--- config.mk ---
export PLATFORM = sky130hd
export DESIGN_NAME = fdiv
export DESIGN_NICKNAME = d
export VERILOG_FILES = /design/src/rtl/fdiv.sv
export SDC_FILE = /design/constraint.sdc
export NUM_CORES = 1
export LEC_CHECK = 0
export ABC_AREA = 1
export CORE_ASPECT_RATIO = 0.75
export CORE_MARGIN = 2
export CORE_UTILIZATION = 40
export CTS_BUF_LIST = sky130_fd_sc_hd__clkbuf_2 sky130_fd_sc_hd__clkbuf_4 sky130_fd_sc_hd__clkbuf_8
export DETAILED_ROUTE_END_ITERATION = 10
export HOLD_SLACK_MARGIN = 0.15
export PLACE_DENSITY = 0.57
export SYNTH_ARGS = -nofsm -noshare
export SYNTH_HDL_FRONTEND = slang
export SYNTH_SLANG_ARGS = --single-unit
--- constraint.sdc ---
create_clock -name clk -period 5.6 [get_ports clk]
set_input_delay 0.84 -clock clk [delete_from_list [all_inputs] [get_ports clk]]
set_output_delay 0.84 -clock clk [all_outputs]
set_load 0.02 [all_outputs]
--- src/rtl/fdiv.sv ---
// Multi-cycle IEEE-754 single-precision divider (y = x1 / x2), restoring, one quotient bit per cycle.
// Optional macro FDIV_RNE_EN selects round-to-nearest-even; default build truncates.
module fdiv (
  input  logic        clk,
  input  logic        rstn,
  input  logic [31:0] x1,
  input  logic [31:0] x2,
  input  logic        in_valid,
  output logic        in_ready,
  output logic [31:0] y,
  output logic        out_valid,
  input  logic        out_ready
);

  typedef enum logic [1:0] {S_IDLE = 2'd0, S_DIV = 2'd1, S_NORM = 2'd2, S_DONE = 2'd3} state_e;
  typedef enum logic [1:0] {SP_NONE = 2'd0, SP_NAN = 2'd1, SP_INF = 2'd2, SP_ZERO = 2'd3} spec_e;

`ifdef FDIV_RNE_EN
  localparam logic RNE_EN = 1'b1;
`else
  localparam logic RNE_EN = 1'b0;
`endif

  // Special-case decode; denormals are flushed to zero by treating exp==0 as zero.
  function automatic spec_e classify(input logic [31:0] a, input logic [31:0] b);
    logic nan_a, nan_b, inf_a, inf_b, zero_a, zero_b;
    nan_a  = (a[30:23] == 8'hFF) && (a[22:0] != 23'd0);
    nan_b  = (b[30:23] == 8'hFF) && (b[22:0] != 23'd0);
    inf_a  = (a[30:23] == 8'hFF) && (a[22:0] == 23'd0);
    inf_b  = (b[30:23] == 8'hFF) && (b[22:0] == 23'd0);
    zero_a = (a[30:23] == 8'h00);
    zero_b = (b[30:23] == 8'h00);
    if (nan_a || nan_b || (zero_a && zero_b) || (inf_a && inf_b)) begin
      classify = SP_NAN;
    end else if (inf_a || zero_b) begin
      classify = SP_INF;
    end else if (zero_a || inf_b) begin
      classify = SP_ZERO;
    end else begin
      classify = SP_NONE;
    end
  endfunction

  state_e             state_q, state_d;
  spec_e              spec_q, spec_d;
  logic [4:0]         cnt_q, cnt_d;
  logic               sign_q, sign_d;
  logic signed [9:0]  ediff_q, ediff_d;
  logic [23:0]        dvsr_q, dvsr_d;
  logic [25:0]        rem_q, rem_d;
  logic [25:0]        quo_q, quo_d;
  logic [31:0]        y_q, y_d;
  logic               out_valid_q, out_valid_d;
  logic               in_ready_q, in_ready_d;

  logic [25:0]        sub_s;
  logic               ge_s;
  logic               sticky_s, guard_s, rnd_s, inc_s;
  logic [22:0]        mant_s;
  logic [23:0]        sum_s;
  logic signed [9:0]  e_pre_s, e_rnd_s;
  logic [31:0]        result_s;

  // Normalize, round and pack from the finished quotient and remainder.
  always_comb begin
    sticky_s = (rem_q != 26'd0);
    if (quo_q[25]) begin
      mant_s  = quo_q[24:2];
      guard_s = quo_q[1];
      rnd_s   = quo_q[0] | sticky_s;
      e_pre_s = ediff_q + 10'sd127;
    end else begin
      mant_s  = quo_q[23:1];
      guard_s = quo_q[0];
      rnd_s   = sticky_s;
      e_pre_s = ediff_q + 10'sd126;
    end
    inc_s   = RNE_EN & guard_s & (rnd_s | mant_s[0]);
    sum_s   = {1'b0, mant_s} + {23'd0, inc_s};
    e_rnd_s = e_pre_s + $signed({9'd0, sum_s[23]});
    case (spec_q)
      SP_NAN:  result_s = 32'h7FC0_0000;
      SP_INF:  result_s = {sign_q, 8'hFF, 23'd0};
      SP_ZERO: result_s = {sign_q, 31'd0};
      SP_NONE: begin
        if (e_rnd_s >= 10'sd255) begin
          result_s = {sign_q, 8'hFF, 23'd0};
        end else if (e_rnd_s <= 10'sd0) begin
          result_s = {sign_q, 31'd0};
        end else begin
          result_s = {sign_q, e_rnd_s[7:0], sum_s[22:0]};
        end
      end
      default: result_s = 32'h0000_0000;
    endcase
  end

  // Next-state and datapath control for the IDLE/DIV/NORM/DONE sequence.
  always_comb begin
    state_d     = state_q;
    spec_d      = spec_q;
    cnt_d       = cnt_q;
    sign_d      = sign_q;
    ediff_d     = ediff_q;
    dvsr_d      = dvsr_q;
    rem_d       = rem_q;
    quo_d       = quo_q;
    y_d         = y_q;
    out_valid_d = out_valid_q;
    sub_s       = rem_q - {2'b00, dvsr_q};
    ge_s        = (rem_q >= {2'b00, dvsr_q});
    case (state_q)
      S_IDLE: begin
        if (in_valid) begin
          state_d = S_DIV;
          cnt_d   = 5'd25;
          sign_d  = x1[31] ^ x2[31];
          ediff_d = $signed({2'b00, x1[30:23]}) - $signed({2'b00, x2[30:23]});
          dvsr_d  = {1'b1, x2[22:0]};
          rem_d   = {2'b00, 1'b1, x1[22:0]};
          quo_d   = 26'd0;
          spec_d  = classify(x1, x2);
        end else begin
          state_d = S_IDLE;
        end
      end
      S_DIV: begin
        // Partial remainder stays below the divisor after a subtract, so the shift never drops a bit.
        rem_d = ge_s ? {sub_s[24:0], 1'b0} : {rem_q[24:0], 1'b0};
        quo_d = {quo_q[24:0], ge_s};
        if (cnt_q == 5'd0) begin
          state_d = S_NORM;
        end else begin
          cnt_d = cnt_q - 5'd1;
        end
      end
      S_NORM: begin
        y_d         = result_s;
        out_valid_d = 1'b1;
        state_d     = S_DONE;
      end
      S_DONE: begin
        if (out_ready) begin
          out_valid_d = 1'b0;
          state_d     = S_IDLE;
        end else begin
          out_valid_d = 1'b1;
        end
      end
      default: begin
        state_d     = S_IDLE;
        out_valid_d = 1'b0;
      end
    endcase
    in_ready_d = (state_d == S_IDLE);
  end

  // State and output registers.
  always_ff @(posedge clk or negedge rstn) begin
    if (!rstn) begin
      state_q     <= S_IDLE;
      spec_q      <= SP_NONE;
      cnt_q       <= 5'd0;
      sign_q      <= 1'b0;
      ediff_q     <= 10'sd0;
      dvsr_q      <= 24'd0;
      rem_q       <= 26'd0;
      quo_q       <= 26'd0;
      y_q         <= 32'd0;
      out_valid_q <= 1'b0;
      in_ready_q  <= 1'b1;
    end else begin
      state_q     <= state_d;
      spec_q      <= spec_d;
      cnt_q       <= cnt_d;
      sign_q      <= sign_d;
      ediff_q     <= ediff_d;
      dvsr_q      <= dvsr_d;
      rem_q       <= rem_d;
      quo_q       <= quo_d;
      y_q         <= y_d;
      out_valid_q <= out_valid_d;
      in_ready_q  <= in_ready_d;
    end
  end

  assign y         = y_q;
  assign out_valid = out_valid_q;
  assign in_ready  = in_ready_q;

endmodule

# Yosys cells after proc, flatten, opt, wreduce, memory -nomap -nowiden
# Index checks and enable logic that the tools add are counted.
[totals] output_inout_bits=34 register_bits=130
[classes] muxes=22 bitwise=1 reduce_logical=26 eq_ne=10 n_lt_le_gt_ge=3 add_sub_neg=5
[op_table] cell="$pmux W32 S4" n=1
[op_table] cell="$pmux W26 S2" n=2
[op_table] cell="$mux W26" n=3
[op_table] cell="$mux W31" n=2
[op_table] cell="$logic_not A23 Y1" n=2
[op_table] cell="$reduce_bool A23 Y1" n=2
[op_table] cell="$ge A26 B24 Y1" n=1
[op_table] cell="$sub A25 B24 Y25" n=1
[op_table] cell="$mux W23" n=1
[op_table] cell="$add A10 B8 Y10 const B" n=2
[op_table] cell="$eq A8 B8 Y1 const B" n=2
[op_table] cell="$logic_not A8 Y1" n=2
[op_table] cell="$ge A10 B9 Y1 const B" n=1
[op_table] cell="$le A10 B1 Y1 const B" n=1
[op_table] cell="$mux W10" n=1
[op_table] cell="$mux W2" n=5
[op_table] cell="$mux W5" n=2
[op_table] cell="$pmux W5 S2" n=1
[op_table] cell="$sub A8 B8 Y9" n=1
[op_table] cell="$eq A2 B2 Y1 const B" n=4
[op_table] cell="$pmux W2 S4" n=1
[op_table] cell="$logic_and A1 B1 Y1" n=6
[op_table] cell="$logic_not A2 Y1" n=3
[op_table] cell="$logic_not A5 Y1" n=1
[op_table] cell="other kinds (10)" n=19

# Longest topological paths before layout
# Gate-level depths: netlist of the first run.
[depth] depth_word=6 mapped_depth=16 ltp_nobuf=15

# Worst setup path before layout of the first run
# Ideal clock, no wire load.
[synth_path] path_type="input to register" start="input port x1[23]" end="register ediff_q[8]" stages=11 slack_ns=3.309 required_ns=5.467 setup_ns=0.133 arrival_ns=2.158 path_cell_list="inv_1 > ha_1 > fa_1 > o21ai_0 > nand2_1 > nand2_1 > a21oi_1 > nor2_1 > o21ai_0 > nand2_1 > o21ai_0"
[synth_between] elab_chain_cells=1
[synth_rtl] element="start: declaration" line="6" rtl="input logic [31:0] x1,"
[synth_rtl] element="$sub A8 B8 Y9" line="118" rtl="ediff_d = $signed({2'b00, x1[30:23]}) - $signed({2'b00, x2[30:23]});"
[synth_rtl] element="end signal: assignment" line="177" rtl="ediff_q <= ediff_d;"
[synth_rtl] element="end: declaration" line="48" rtl="logic signed [9:0] ediff_q, ediff_d;"
# No other way between the ends.
# A chain may end at the register's enable or synchronous reset.

# Worst setup path in the final report of the first run
[layout_path] start="register rem_q[15]" end="register rem_q[11]"
[layout_between] elab_chain_cells=3
[layout_rtl] element="start: declaration" line="50" rtl="logic [25:0] rem_q, rem_d;"
[layout_rtl] element="start signal: assignment" line="179" rtl="rem_q <= rem_d;"
[layout_rtl] element="$ge A26 B24 Y1" line="111" rtl="ge_s = (rem_q >= {2'b00, dvsr_q});"
[layout_rtl] element="$mux W26" line="129" rtl="rem_d = ge_s ? {sub_s[24:0], 1'b0} : {rem_q[24:0], 1'b0};"
[layout_rtl] element="$pmux W26 S2" line="112" rtl="case (state_q)"
# No other way between the ends.

==> results of run 1 <==
## placed cells by master, fill, tap and decap left out, drive strengths merged, types with 4 or more instances in the layout
master         Yosys  layout
inv              209     214
xor2               9       9
xnor2              7       7
a21boi             4       4
a21oi             37      37
nand3             88      88
ha                36      36
clkdlybuf4s50      0     100
or2                8       8
dfrtp            128     128
nand4             35      35
nor2              76      76
o22ai             28      28
clkinv             1       5
nor3              11      11
nand2            346     346
a22oi              8       8
nand3b             5       5
nor4               4       4
o21bai             8       8
buf               14       8
o21ai            116     116
clkbuf            28      20
## how the worst max path moves through the flow
| stage | slack (ns) | endpoint |
|---|---|---|
| CTS | 2.50 | rem_q[4] |
| global placement | 2.10 | rem_q[4] |
| finish | 2.47 | rem_q[11] |
| detailed placement | 2.04 | rem_q[4] |
| floorplan | 3.31 | ediff_q[8] |
| global route | 2.16 | rem_q[17] |
## logic make-up (layout without fill, tap and decap cells)
logic type / count (synthesis) / in the layout / share of synthesized area, %
flops: 129 / 129 / 37.48
xor+xnor: 16 / 16 / 1.626
simple gates: 576 / 576 / 29.56
compound gates: 209 / 209 / 14.14
fa+ha+maj: 38 / 38 / 5.692
buf+inv: 252 / 350 / 11.50
## sequential cells by signal (all words and copies together), names as in the netlist
register	count
sign_q	1
in_ready	1
y	32
rem_q	26
ediff_q	9
cnt_q	5
quo_q	26
out_valid	1
dvsr_q	24
spec_q	2
state_q	2
## power groups by stage
stage / Combinational, uW / Clock [uW] / Sequential (uW)
finish: 4090 / 863 / 1580
global route: 4640 / 927 / 1630
CTS: 4070 / 887 / 1580
detailed placement: 4060 / 0 / 1600
global placement: 4020 / 0 / 1580
floorplan: 3020 / 0 / 1600
## layer usage
layer | up-vias | GRT usage (%)
met2 | 226 | 30.29
li1 | 4092 | -
met5 | - | 0
met3 | 15 | 4.340
met1 | 3697 | 33.23
met4 | 0 | 4.520
## worst register-to-register path, cell delays in order, from the launching register on
cell and delay, ns:
dfrtp_1 0.42, ha_1 0.39, nand2_1 0.10, nand2_1 0.10
a21oi_2 0.17, nand2_1 0.13, a21oi_4 0.28, nand3_2 0.60
inv_2 0.52, nand2_1 0.09, nand3_1 0.14, nand3_1 0.09
inv_1 0.05
## per-stage QoR
| stage | cell area [um2] | cells | total power [uW] | utilization [%] |
|---|---|---|---|---|
| 2_1_floorplan | 8617 | 1220 | 4618 | - |
| 3_3_place_gp | 9847 | 1574 | 5609 | 46.62 |
| 3_5_place_dp | 9847 | 1574 | 5655 | 46.62 |
| 4_1_cts | 10270 | 1606 | 6541 | 48.61 |
| 5_1_grt | 10270 | 1606 | 7195 | 48.61 |
| 6_report | 10270 | 1606 | 6538 | 48.61 |
## layout make-up
| class | count | share of cell area (%) |
|---|---|---|
| Timing Repair Buffer | 108 | 10.37 |
| Inverter | 210 | 7.677 |
| Sequential cell | 129 | 31.45 |
| Multi-Input combinational cell | 839 | 42.90 |
| Tap cell | 288 | 3.510 |
| Clock buffer | 20 | 2.681 |
| Clock inverter | 12 | 1.414 |
==> flow_summary.ini, run 1 <==
[status]
status = complete, no violations

[power_and_ir_drop]
pwr-share-comb_pct = 62.6
power_frac_clock_pct = 13.2
sw_frac_of_total_pct = 50.50
cellInternalPower_uw = 3236
pwr_density_cell_mw_per_mm2 = 636.8
p_seq_share_pct = 24.2
p_leak_uw = 0.004984
irDropWorstVdd_mv = 0.1864
switching_power_uw = 3302

[detailed_routing]
drc = 0
wl_met2_mm = 9.330
wl_mm = 23.70
highest_layer = met4
num_vias = 8030
vias_per_cell = 5.000
wl_per_cell_um = 14.76
drtAntennaViolNets = 0
routed-wl-met3_mm = 1.500
dr.pass1.iters = 5
drt_iter0_drc = 601
wirelength_met1_mm = 12.65

[worst_setup_path]
path_class = reg2reg
cp-start-kind = flip-flop
slowest_stage = nand3_2
crit_top_cell = nand2_1
crit_fanout = 29
worst-path-buf-inv = 2
crit_arrival_ns = 3.53
crit_path_end_kind = flip-flop
rr_worst_depth = 12
r2r_end = rem_q[11]
setup.worst_path.start = rem_q[15]
max_stage_delay_ns = 0.60
r2r_slack_ns = 2.47
worst_r2r_startpoint = rem_q[15]
crit_required_ns = 5.99
cp_cell_sequence = ha_1, nand2_1, nand2_1, a21oi_2, nand2_1, a21oi_4, nand3_2, inv_2, nand2_1, nand3_1, nand3_1, inv_1
critical-path-top-delay-family = simple AND/OR/NAND/NOR gates
cp_num_cells = 12

[finish]
multi_input_area_mm2 = 0.004404
seq_area_mm2 = 0.003229
antenna_cells = 0
fin_nets = 1411
fillers = 2243
post_route_cells_drive_above_1_share_pct = 7.436
area_growth_syn_to_layout_pct = 19.15

[synth]
synth_top_area_share_pct = 37.17
synth_edf_count = 0
synth_area_per_cell_um2 = 7.063
yosys_most_used_dff = dfrtp_1
synthArstFlopShare_pct = 100.0
synth_seq_cells = 129
yosys-top-cells-area = dfrtp_1, nand2_1, inv_1
synth_nets = 1326
synth_most_common_cell = nand2_1
yosysWarningCount = 0
syn-cell-area_mm2 = 0.008617
synth_commonest_cells = nand2_1, inv_1, dfrtp_1
yosysSeqAreaShare_pct = 37.48
synth_cell_types = 51
synth_cells = 1220
yosys.area.top_type = dfrtp_1

[worst_hold_path]
holdCritPathClass = in2async

[place]
gp_congestion = 0.8926
dp_hpwl_mm = 17.72
preCtsSetupSlack_ns = 2.035
portBuffers = 101

[clocking]
cts_tree = built
worstSkewPairLatency_ns = 0.44
clockBufferDepth = 2
clock_sinks = 129
hold_buffers = 0
cts-root-buf = clkbuf_8
post_cts_resized = 0
cts_buffers = 17
htree_levels = 4
clkSlewWorstSetupHoldPaths_ns = 0.09
post_cts_buffers = 0

[sta]
hold_viol_final = 0
finalCritPeriodShare_pct = 55.96
tns_ns = 0
rsz0062_at_grt = false
tightestPinTransition_ns = 1.017
fin_hold_ws_ns = 0.4251
timing.fmax_mhz = 319.1
fin_crit_ns = 3.134
relSlewSlack_pct = 31.77
fin_ws_ns = 2.466
setup_viol = 0
drv_slew = 0
clock_skew_ns = 0.02045

[die]
std_cell_rows = 46
start_util_pct = 40.79
dieArea_mm2 = 0.02275
die_height_um = 131.1
core_area_mm2 = 0.02112
pin_count = 102
die_x_um = 173.5

[global_routing]
grt_usage_pct = 21.38
grt_pass1_wl_mm = 39.16
grt_max_degree = 82
first_global_vias = 7571
antenna_found_initial = 0
overflow = 0

[flow_run]
maxCapViolCount = 0
Power figures use the tool's default switching activity.
==> inputs of run 2 (changes only) <==
--- a/config.mk
+++ b/config.mk
@@ -12,7 +12,7 @@
 export CTS_BUF_LIST = sky130_fd_sc_hd__clkbuf_2 sky130_fd_sc_hd__clkbuf_4 sky130_fd_sc_hd__clkbuf_8
 export DETAILED_ROUTE_END_ITERATION = 10
 export HOLD_SLACK_MARGIN = 0.15
-export PLACE_DENSITY = 0.57
+export PLACE_DENSITY = 0.6
 export SYNTH_ARGS = -nofsm -noshare
 export SYNTH_HDL_FRONTEND = slang
 export SYNTH_SLANG_ARGS = --single-unit
==> constraint.sdc (replaced) <==
create_clock -name clk -period 2.66 [get_ports clk]
set_input_delay 0.399 -clock clk [delete_from_list [all_inputs] [get_ports clk]]
set_output_delay 0.399 -clock clk [all_outputs]
set_load 0.02 [all_outputs]
==> run 2 against run 1 <==
Sequential power grew 110%; wire length shrank 3.1%; critical path depth decreased by 1.
==> flow_summary.ini, run 2 (synthesized netlist as in run 1, its figures left out) <==
[finish]
fin_nets = 1425
final_common_cell = nand2_1
antenna_cells = 0
largest_register_ffs = 32
area_growth_syn_to_layout_pct = 21.30
design_area_mm2 = 0.01045
seq_area_mm2 = 0.003229
final_cell_mix = nand2_1, inv_1, dfrtp_1
post_route_cells_drive_above_1_share_pct = 8.333
multi_input_area_mm2 = 0.004404
fillers = 2143

[sta]
setup_viol = 0
fin_crit_ns = 2.422
hold_viol_final = 0
rsz0062_at_grt = false
clock_skew_ns = 0.01645
finalCritPeriodShare_pct = 91.05
relSlewSlack_pct = 55.92
drv_slew = 0
tightestPinTransition_ns = 0.6611
tns_ns = 0
timing.fmax_mhz = 412.9

[die]
dieArea_mm2 = 0.02275
die_height_um = 131.1
die_x_um = 173.5
std_cell_rows = 46
pin_count = 102
start_util_pct = 40.79
core_area_mm2 = 0.02112

[clocking]
htree_levels = 4
cts_buffers = 17
clkSlewWorstSetupHoldPaths_ns = 0.08
cts-root-buf = clkbuf_8
clock_sinks = 129
worstSkewPairLatency_ns = 0.45
post_cts_buffers = 0
post_cts_resized = 0
cts_tree = built
clockBufferDepth = 2

[worst_setup_path]
setup.worst_path.start = dvsr_q[0]
crit_arrival_ns = 2.75
critical-path-top-delay-family = simple AND/OR/NAND/NOR gates
crit_path_end_kind = flip-flop
crit_top_cell = nand3_2
crit_path_end = rem_q[20]
cp_num_cells = 11
crit_fanout = 13
r2r_slack_ns = 0.24
max_stage_delay_ns = 0.43
slowest_stage = fa_1
worst_r2r_startpoint = dvsr_q[0]
cp_cell_sequence = ha_1, fa_1, inv_1, nand4_1, nand3_2, nand2_2, nand3_2, buf_4, nand3_1, nand2_1, a21boi_1
r2r_end = rem_q[20]
worst-path-buf-inv = 2
rr_worst_depth = 11
path_class = reg2reg
crit_required_ns = 2.99
cp-start-kind = flip-flop

[global_routing]
overflow = 0
antenna_found_initial = 0
first_global_vias = 7510
grt_usage_pct = 20.71
grt_pass1_wl_mm = 38.29
grt_max_degree = 71

[flow_run]
maxCapViolCount = 0

[detailed_routing]
wl_mm = 22.96
num_vias = 8086
drt_iter0_drc = 727
drc = 0
dr.pass1.iters = 5
wl_per_cell_um = 14.17
vias_per_cell = 4.991
drtAntennaViolNets = 0

[power_and_ir_drop]
pwr_density_cell_mw_per_mm2 = 1352
power_frac_clock_pct = 14.8
sw_frac_of_total_pct = 48.44
irDropWorstVdd_mv = 0.6633
pwr-share-comb_pct = 61.7
p_leak_uw = 0.005088
cellInternalPower_uw = 7286
switching_power_uw = 6845
p_seq_share_pct = 23.4

[worst_hold_path]
holdCritPathClass = reg2reg

[place]
dp_hpwl_mm = 17.33
placed_area_mm2 = 0.009957
gp_congestion = 0.9363
portBuffers = 101

[status]
status = complete, no violations
run 2: cell types whose count changed in the layout (fill, tap and decap cells not counted), moves of 3 or more:
cell	delta
bufinv_16	+4
buf_4	+12
clkbuf_4	+3
clkbuf_8	-3
run 2: stage by stage:
step | power [uW] | worst slack [ns] | util [%] | instances | hold slack, ns
2_1_floorplan | 9722 | 0.6078 | - | 1220 | 0.1034
3_3_place_gp | 11870 | 0.1811 | 47.14 | 1587 | 0.4449
3_5_place_dp | 11960 | 0.1682 | 47.14 | 1587 | 0.4463
4_1_cts | 14140 | 0.2591 | 49.48 | 1620 | 0.4661
5_1_grt | 15470 | 0.03215 | 49.48 | 1620 | 0.4814
6_report | 14130 | 0.2382 | 49.48 | 1620 | 0.4569
run 2: area by class of cell:
type,instances,share of cell area [%]
clock buffer,20,2.454
timing repair buffer,122,11.34
multi-input combinational,839,42.14
sequential,129,30.90
inverter,210,7.541
clock inverter,12,2.191
tap,288,3.447
run 2: layer usage:
layer,up-vias,global-route usage [%],share of wire [%]
met5,-,0,0
li1,4116,-,-
met2,234,28.49,39
met3,16,4.109,6.5
met1,3720,33.08,54
met4,0,4.143,0.92
run 2: how the worst min path moves through the flow:
stage | slack [ns] | depth (start not counted) | end | start
2_1_floorplan | 0.10 | 0 | cnt_q[0] | rstn
3_3_place_gp | 0.44 | 2 | dvsr_q[23] | dvsr_q[23]
3_5_place_dp | 0.45 | 1 | dvsr_q[17] | rstn
4_1_cts | 0.47 | 2 | dvsr_q[23] | dvsr_q[23]
5_1_grt | 0.48 | 2 | dvsr_q[23] | dvsr_q[23]
6_report | 0.46 | 2 | dvsr_q[23] | dvsr_q[23]
run 2: worst min-delay path, stage by stage (launching register included):
cell     delay (ns)
dfrtp_1        0.32
inv_1          0.05
nand2_1        0.05
run 2: power by group through the flow:
stage / Sequential, uW / Combinational [uW] / Clock, uW
after floorplan: 3370 / 6350 / 0
after global placement: 3320 / 8560 / 0
after detailed placement: 3340 / 8610 / 0
final: 3310 / 8720 / 2090
after CTS: 3310 / 8680 / 2140
after global routing: 3420 / 9830 / 2210
run 2: repair_timing:
item | CTS | global route
hold endpoints to repair | 68 | 0
hold buffers | 1 | 0
setup endpoints to repair | 0 | 0
